**src/rtl/staff_frame_reader.sv**
```systemverilog
// Raster-scans the 320x180 staff frame buffer, upscales it 4x4 to 720p, maps gray to RGB and overlays the cell cursor.
// Latency 4 cycles from hcount/vcount to RGB and delayed syncs. Optional macro: STAFF_LINE_OVERLAY_EN.
module staff_frame_reader #(
  parameter int FB_WIDTH    = 320,
  parameter int FB_HEIGHT   = 180,
  parameter int SCALE_SHIFT = 2,
  parameter int CELL_WIDTH  = 5,
  parameter int RD_LATENCY  = 2
) (
  input  logic        clk_in,
  input  logic        rst_in,
  input  logic [10:0] hcount_in,
  input  logic [9:0]  vcount_in,
  input  logic        active_draw_in,
  input  logic        hsync_in,
  input  logic        vsync_in,
  input  logic        new_frame_in,
  input  logic [5:0]  current_staff_cell_in,
  input  logic        freeze_in,
  output logic [15:0] fb_addr_out,
  input  logic [15:0] fb_data_in,
  output logic [7:0]  red_out,
  output logic [7:0]  green_out,
  output logic [7:0]  blue_out,
  output logic        hsync_out,
  output logic        vsync_out,
  output logic        active_draw_out,
  output logic [7:0]  frame_count_out
);

  typedef enum logic {WAIT_SYNC, SCAN} state_t;

  state_t      r_state;
  logic [5:0]  r_cursor;
  logic [7:0]  r_frame_count;
  logic [15:0] r_addr;
  logic        r_s0_vld;
  logic [8:0]  r_s0_x;
  logic [7:0]  r_s0_y;
  logic        r_p_vld [RD_LATENCY];
  logic [8:0]  r_p_x   [RD_LATENCY];
  logic [7:0]  r_p_y   [RD_LATENCY];
  logic [2:0]  r_sync  [RD_LATENCY+1];
  logic [2:0]  r_sync_out;
  logic [23:0] r_rgb;

  logic        w_in_range;
  logic [8:0]  w_x;
  logic [7:0]  w_y;
  logic [15:0] w_addr;
  logic [8:0]  w_cur_lo;
  logic [8:0]  w_cur_hi;
  logic        w_hit;
  logic [7:0]  w_g_raw;
  logic [7:0]  w_g;
  logic        w_unused_hi;

  assign w_in_range = (hcount_in < 11'(FB_WIDTH << SCALE_SHIFT)) &&
                      (vcount_in < 10'(FB_HEIGHT << SCALE_SHIFT));
  assign w_x = 9'(hcount_in >> SCALE_SHIFT);
  assign w_y = 8'(vcount_in >> SCALE_SHIFT);
  // row*320 as shift-add; max address 57599 fits 16 bits
  assign w_addr = {w_y, 8'b0} + {2'b0, w_y, 6'b0} + {7'b0, w_x};

  assign w_cur_lo = 9'(r_cursor) * 9'(CELL_WIDTH);
  assign w_cur_hi = w_cur_lo + 9'(CELL_WIDTH - 1);
  assign w_hit    = (r_p_x[RD_LATENCY-1] >= w_cur_lo) && (r_p_x[RD_LATENCY-1] <= w_cur_hi);

  assign w_g_raw     = fb_data_in[7:0];
  assign w_unused_hi = ^fb_data_in[15:8];

`ifdef STAFF_LINE_OVERLAY_EN
  logic w_line_row;
  assign w_line_row = (r_p_y[RD_LATENCY-1] == 8'd75) || (r_p_y[RD_LATENCY-1] == 8'd81) ||
                      (r_p_y[RD_LATENCY-1] == 8'd87) || (r_p_y[RD_LATENCY-1] == 8'd93) ||
                      (r_p_y[RD_LATENCY-1] == 8'd99);
  assign w_g = (w_line_row && (w_g_raw >= 8'h94)) ? 8'h94 : w_g_raw;
`else
  logic w_unused_row;
  assign w_unused_row = ^r_p_y[RD_LATENCY-1];
  assign w_g = w_g_raw;
`endif

  always_ff @(posedge clk_in) begin
    if (rst_in) begin
      r_state       <= WAIT_SYNC;
      r_cursor      <= 6'd0;
      r_frame_count <= 8'd0;
      r_addr        <= 16'd0;
      r_s0_vld      <= 1'b0;
      r_s0_x        <= 9'd0;
      r_s0_y        <= 8'd0;
      for (int i = 0; i < RD_LATENCY; i++) begin
        r_p_vld[i] <= 1'b0;
        r_p_x[i]   <= 9'd0;
        r_p_y[i]   <= 8'd0;
      end
      for (int i = 0; i <= RD_LATENCY; i++) r_sync[i] <= 3'd0;
      r_sync_out <= 3'd0;
      r_rgb      <= 24'd0;
    end else begin
      if (new_frame_in) begin
        r_state <= SCAN;
        if (r_state == SCAN) r_frame_count <= r_frame_count + 8'd1;
        // cursor only moves at frame start, so a frame never shows two positions
        if (!freeze_in) r_cursor <= current_staff_cell_in;
      end

      r_addr   <= (r_state == SCAN && w_in_range) ? w_addr : 16'd0;
      r_s0_vld <= active_draw_in && (r_state == SCAN);
      r_s0_x   <= w_x;
      r_s0_y   <= w_y;

      r_p_vld[0] <= r_s0_vld;
      r_p_x[0]   <= r_s0_x;
      r_p_y[0]   <= r_s0_y;
      for (int i = 1; i < RD_LATENCY; i++) begin
        r_p_vld[i] <= r_p_vld[i-1];
        r_p_x[i]   <= r_p_x[i-1];
        r_p_y[i]   <= r_p_y[i-1];
      end

      r_sync[0] <= {hsync_in, vsync_in, active_draw_in};
      for (int i = 1; i <= RD_LATENCY; i++) r_sync[i] <= r_sync[i-1];
      r_sync_out <= r_sync[RD_LATENCY];

      if (!r_p_vld[RD_LATENCY-1]) r_rgb <= 24'd0;
      else if (w_hit)             r_rgb <= {w_g >> 1, w_g >> 1, 8'hFF};
      else                        r_rgb <= {w_g, w_g, w_g};
    end
  end

  assign fb_addr_out     = r_addr;
  assign frame_count_out = r_frame_count;
  assign red_out         = r_rgb[23:16];
  assign green_out       = r_rgb[15:8];
  assign blue_out        = r_rgb[7:0];
  assign hsync_out       = r_sync_out[2];
  assign vsync_out       = r_sync_out[1];
  assign active_draw_out = r_sync_out[0];

endmodule

```
**config.mk**
```make
export PLATFORM = sky130hd
export DESIGN_NAME = staff_frame_reader
export DESIGN_NICKNAME = d
export VERILOG_FILES = /design/src/rtl/staff_frame_reader.sv
export SDC_FILE = /design/constraint.sdc
export NUM_CORES = 1
export LEC_CHECK = 0
export BUFFER_PORTS_ARGS = -buffer_cell sky130_fd_sc_hd__buf_2
export CAP_MARGIN = 5
export CORE_ASPECT_RATIO = 0.7
export CORE_MARGIN = 2
export CORE_UTILIZATION = 56
export DETAILED_ROUTE_END_ITERATION = 12
export GPL_TIMING_DRIVEN = 0
export PLACE_DENSITY = 0.81
export SKIP_CTS_REPAIR_TIMING = 1
export SLEW_MARGIN = 20
export SYNTH_ARGS = -nofsm -noshare
export SYNTH_HDL_FRONTEND = slang
export SYNTH_SLANG_ARGS = --single-unit
```
**constraint.sdc**
```tcl
create_clock -name clk_in -period 5.45 [get_ports clk_in]
set_input_delay 0.2725 -clock clk_in [delete_from_list [all_inputs] [get_ports clk_in]]
set_output_delay 0.2725 -clock clk_in [all_outputs]
set_load 0.01 [all_outputs]
```
Yosys cells after proc, flatten, opt, wreduce, memory -nomap -nowiden

Memory sizes are Yosys's and may differ from the RTL's. A register that Yosys moved wholly into a read port is not among the register bits.
Cells that the tools add are included.

Bits in registers: 64
Bits in latches: 0
RAM bits: 29
ROM bits: 0
Input bits: 50
Output and inout bits: 51
Memories kept: 3

Add/sub/neg operators: 4
Multiply operators: 1
Divide/modulo/power cells: 0
Magnitude comparators: 4
Equality and inequality tests: 0
Shift operators: 0
Mux-type cells: 11
Bitwise operators: 10
Reductions and logical operators: 9

Memories:

| memory  | words | bits a word | read ports | clocked after memory_dff | wr ports | RTL line | source |
|---|---|---|---|---|---|---|---|
| r_p_x   | 2     | 9           | 2          | 0                        | 2        | 41       | `logic [8:0] r_p_x [RD_LATENCY];` |
| r_sync  | 3     | 3           | 3          | 1                        | 3        | 43       | `logic [2:0] r_sync [RD_LATENCY+1];` |
| r_p_vld | 2     | 1           | 2          | 0                        | 2        | 40       | `logic r_p_vld [RD_LATENCY];` |

Operators with widths:

| kind                                             | number |
|---|---|
| two-way mux 23 bit                               | 1 |
| two-way mux 9 bit                                | 2 |
| adder 16 x 14 -> 16 bit                          | 1 |
| adder 16 x 9 -> 16 bit                           | 1 |
| < comparator 11 bit, second input constant       | 1 |
| < comparator 10 bit, second input constant       | 1 |
| adder 9 x 3 -> 9 bit, second input constant      | 1 |
| greater-or-equal comparator 9 bit                | 1 |
| <= comparator 9 bit                              | 1 |
| multiplier 6 x 3 -> 9 bit, second input constant | 1 |
| two-way mux 3 bit                                | 3 |
| adder 8 x 1 -> 8 bit, second input constant      | 1 |
| bitwise OR 1 bit                                 | 7 |
| two-way mux 1 bit                                | 5 |
| logical AND 1 bit                                | 4 |
| AND reduction 2 bit                              | 2 |
| OR reduction 2 bit                               | 2 |
| NOT 1 bit                                        | 3 |
| OR reduction 3 bit                               | 1 |

Depth between registers and ports, before layout

Depth in word-level cells: 5
Depth in mapped cells: 18
Mapped depth without buffers: 17

Worst setup path after synthesis

OpenSTA, ideal clock, no wires.

Kind: reg-to-reg
Start: register r_cursor[3]
End: register r_rgb[0]
Library setup time: 0.115 ns
Arrival: 3.246 ns
Required time: 5.335 ns
Setup slack: 2.090 ns
Cell stages (with the launch flop): 17
Period minus slack after synthesis: 3.360 ns
Path through: dfxtp_1 -> ha_1 -> ha_1 -> inv_1 -> fa_1 -> xor2_1 -> nor3b_1 -> nand3_1 -> and2_1 -> ha_1 -> nand4_2 -> nor3_2 -> nor3_1 -> a221oi_2 -> nor2_4 -> buf_6 -> o21a_1

Cells in the longest elaborated chain, start to end: 5
Elaborated cells on any way between the ends: 6

RTL lines:

| element                       | RTL line | source |
|---|---|---|
| start: declaration            | 34       | `logic [5:0] r_cursor;` |
| start signal: assignment      | 106      | `if (!freeze_in) r_cursor <= current_staff_cell_in;` |
| multiplier 6 x 3 -> 9 bit (*) | 65       | `assign w_cur_lo = 9'(r_cursor) * 9'(CELL_WIDTH);` |
| adder 9 x 3 -> 9 bit          | 66       | `assign w_cur_hi = w_cur_lo + 9'(CELL_WIDTH - 1);` |
| <= comparator 9 bit           | 67       | `assign w_hit = (r_p_x[RD_LATENCY-1] >= w_cur_lo) && (r_p_x[RD_LATENCY-1] <= w_cur_hi);` |
| logical AND 1 bit (*)         | 67       |  |
| two-way mux 23 bit (*)        | 128      | `else if (w_hit) r_rgb <= {w_g >> 1, w_g >> 1, 8'hFF};` |
| end signal: assignment        | 128      |  |
| end signal: assignment        | 129      | `else r_rgb <= {w_g, w_g, w_g};` |
| end: declaration              | 45       | `logic [23:0] r_rgb;` |

Mark *: on every way between the ends. The rest lies on a longest branch, timed or not.
A chain may end at the register's enable or synchronous reset.

Worst setup path after layout

Start: register r_cursor[3]
End: register r_rgb[6]

The elaborated chain is that of the path after synthesis.

==> summary.md <==
| Metric | Value |
|---|---|
| Switching pwr | ~0.35 mW |
| Final Non-Filler Cells | 563 |
| Drt wl/cell | roughly 13 µm |
| Slew HR | between 60% and 70% |
| CTS Root Cell | clkbuf_8 |
| Sw Share | between 20 and 25% |
| Clock Pin Slew Worst Setup and Hold Paths | roughly 0.080 ns |
| Final Cycle Share | 69.1% |
| Crit Path Class | register to register |
| IO Pins | a little over 100 |
| Final antenna-violating net count | 0 |
| Reg power frac | roughly 48% |
| Setup TNS | 0 ns |
| Fraction of layout cells with a size suffix above 1 | 25.2% |
| Synthesis-to-finish area growth | 21.3% |
| Critical-path top delay cell | fa_1 |
| Status | finished clean |
| Placed Cells | 547 |
| Core ar. | approximately 6700 µm² |
| Peak VDD IR | roughly 0.00022 V |
| Cell internal pwr | about 1.1 mW |
| Final HPWL DP | 5830 µm |
| Number of enable flip-flop cells after synthesis | 0 |
| Synthesized netlist cell count | between 300 and 400 |
| Worst Setup Start Kind | register |
| Area post-placement | 4360 µm² |
| FP Rows | 25 |
| Seq/Total Area, Yosys | between 40% and 50% |
| Biggest cell delay along the critical path | 0.41 ns |
| Worst-Skew Late Latency | 0.36 ns |
| Nets | around 560 |
| Fill count | around 530 |
| DR DRC count | 0 |
| Clock Power Share | 38.9% |
| H-tree depth | 3 |
| Area leader, netlist | dfxtp_1 |
| Largest family of logic cells by synthesized area | simple AND/OR/NAND/NOR gates |
| Predominant post-synthesis flop cell | dfxtp_1 |
| Clk_skew | roughly 0.0063 ns |
| Mapped Nets | between 400 and 500 |
| Via density | ~4.9 |
| CTS Buf Count | 9 |
| Leakage power | approximately 2.2 nW |
| Unrepaired setup endpoints after global routing | no |
| Clk sinks | 89 |
| Worst-Margin Slew | about 0.47 ns |
| Slew Limit Fails | 0 |
| Yosys warning count | 0 |
| Synth Area in Adders | around 15% |
| HP Class | primary input to register |
| Finished Cell Area | 4610 µm² |
| Synth Cell Area | about 3800 µm² |
| Buf/Inv on CP | 2 |
| Yosys cell types | 40 |
| Vias in the first global route | 2645 |
| CTS tree | done |
| Post-synthesis xor/xnor area fraction | ~4.4% |
| Period minus WS final | 3.76 ns |
| Synth top area cells | dfxtp_1 (47%), ha_1 (14%), nor2b_1 (7.4%) |
| Routed via count | between 2000 and 3000 |
| Worst endpoint data arrival time | approximately 4 ns |
| N_diodes | 0 |
| Drt pass-1 iters | 4 |
| Setup crit end kind | register |
| Final setup margin | 1.69 ns |
| Comb pwr share | a little over an eighth |
| Largest net degree at the start of global routing | 17 |
| Wirelength, routed | roughly 7500 µm |
| Async SR Flop Fraction | 0% |
| Post-synthesis mux area share | 3.16% |
| Endpoints failing setup | 0 |
| First-pass GRT wire length | about 12000 µm |
| Port buffer count | a little under 90 |
| WHS | 0.124 ns |
| Routability cong. | about 0.79 |
| Worst Path Max Fanout | 10 |
| Initial core utilization | between 50% and 60% |
| Die Y | 72.9 µm |
| Most used cell, CP | ha_1 |
| Max-cap violations | 0 |
| Chip width | between 100 and 150 µm |
| Worst path cell trace | ha_1 > ha_1 > inv_1 > fa_1 > xor2_1 > nor3b_1 > nand3_1 > and2_1 > ha_1 > nand2_1 > o21ai_1 > and2b_1 > a221oi_2 > nor2_4 > buf_6 > o21a_1 |
| Hold Fails Final Rpt | 0 |
| Antenna violations before repair | 0 |
| Synthesis-stage register bit count | around 90 |
| Worst EP required | ~5.7 ns |
| Synth Area in Compound Gates | under 10% |
| Grt ovf | 0 |
| Pre-CTS setup slack | between 1.5 and 2 ns |
| Synth top area share | 46.9% |
| R2R setup slack | between 1.5 and 2 ns |
| Die Area | around 7500 µm² |
| Simple-gate share of the synthesized area | 17.1% |
| Clock Path Buffers | 2 |
| Gr usage total | about 22% |
| Pwr dens | approximately 300 nW/µm² |
| Delay-heaviest family, CP | adder cells |
| Avg Inst Size Synth | 10.4 µm² |
| Initial DRC count | 85 |
| Fmax | about 0.27 GHz |
[area by class of cell]
| type | count | area (µm²) | share of cell area, % |
|---|---|---|---|
| clock inverter | 7 | 126 | 2.74 |
| multi-input combinational | 243 | 1860 | 40.3 |
| tap | 94 | 118 | 2.55 |
| timing repair buffer | 88 | 440 | 9.55 |
| buffer | 19 | 109 | 2.36 |
| inverter | 14 | 52.6 | 1.14 |
| clock buffer | 9 | 124 | 2.69 |
| sequential | 89 | 1780 | 38.6 |
[placed cells by master, fill, tap and decap left out, drive strengths merged]
master	Yosys	layout
a221oi	2	2
bufinv	0	3
o211a	1	1
clkinv	0	1
clkbuf	9	18
and4b	1	1
nand3	7	7
nand3b	1	1
nand2	12	12
nor2b	45	45
inv	14	16
nand2b	1	1
a21oi	17	17
nand4b	1	1
nor2	26	26
or3	1	1
mux2i	12	12
xnor2	8	8
nand4	3	3
clkinvlp	0	1
or4	1	1
ha	42	42
nor3	3	3
nor3b	1	1
o21bai	3	3
xor2	11	11
o21a	9	9
a2111oi	1	1
fa	3	3
and4	1	1
and2	11	11
and2b	1	1
buf	10	98
a21o	8	8
o21ai	9	9
dfxtp	89	89
o31ai	1	1
[worst reg2reg max path, cell delays in order (launching register included)]
cell      delay [ns]
dfxtp_1         0.34
ha_1            0.28
ha_1            0.17
inv_1           0.06
fa_1            0.41
xor2_1          0.21
nor3b_1         0.36
nand3_1         0.11
and2_1          0.17
ha_1            0.33
nand2_1         0.06
o21ai_1         0.19
and2b_1         0.22
a221oi_2        0.26
nor2_4          0.13
buf_6           0.17
o21a_1          0.18
[flip-flops by register name, summed over array words and instances, names as in the netlist]
register and count:
r_sync_out 3, frame_count_out 8, r_s0_x 9, r_p_x 18, r_s0_vld 1, fb_addr_out 16, r_sync 9, r_p_vld 2
r_cursor 6, r_rgb 16, r_state 1
[worst paths after layout]
| path | startpoint | end | cells after the start |
|---|---|---|---|
| worst max-delay path | r_cursor[3] | r_rgb[6] | 16 |
| worst min-delay path | vsync_in | r_sync[0][1] | 2 |
| worst max register to register | r_cursor[3] | r_rgb[6] | 16 |
| worst min register to register | r_sync[0][2] | r_sync[1][2] | 1 |
[power groups by stage]
| stage | Sequential [mW] | Clock [mW] | Combinational [mW] |
|---|---|---|---|
| global route | 0.680 | 0.590 | 0.206 |
| finish | 0.678 | 0.549 | 0.185 |
| floorplan | 0.693 | 0 | 0.127 |
| CTS | 0.678 | 0.562 | 0.184 |
| detailed placement | 0.693 | 0 | 0.182 |
| global placement | 0.692 | 0 | 0.174 |
[cells by family after synthesis]
kind of cell,Yosys count
AO/OA/AOI/OAI,51
XOR/XNOR,19
adder cells (fa/ha/maj),45
buffers and inverters,33
flip-flops,89
multiplexers,12
AND/OR/NAND/NOR,116
[synth_stat cells (all sizes together) (7+ instances only)]
master  instances
dfxtp          89
nor2b          45
ha             42
nor2           26
a21oi          17
inv            14
mux2i          12
nand2          12
and2           11
xor2           11
buf            10
clkbuf          9
o21a            9
o21ai           9
a21o            8
xnor2           8
nand3           7
[metrics by stage]
stage / total power, mW / util, %
after floorplan: 0.820 / -
after global placement: 0.866 / 65.4
after detailed placement: 0.875 / 65.4
after CTS: 1.42 / 69.2
after global routing: 1.48 / 69.2
final: 1.41 / 69.2
[routing by layer]
metal  routed length, µm  GRT usage (%)  vias up  share of wire [%]
li1                    -              -     1416                  -
met1                3630           29.1     1267                 48
met2                3440           33.4       48                 46
met3                 338           7.09        8                4.5
met4                  82           6.22        0                1.1
met5                   0              0        -                  0
Note: power is estimated with default switching activity, not from simulation.
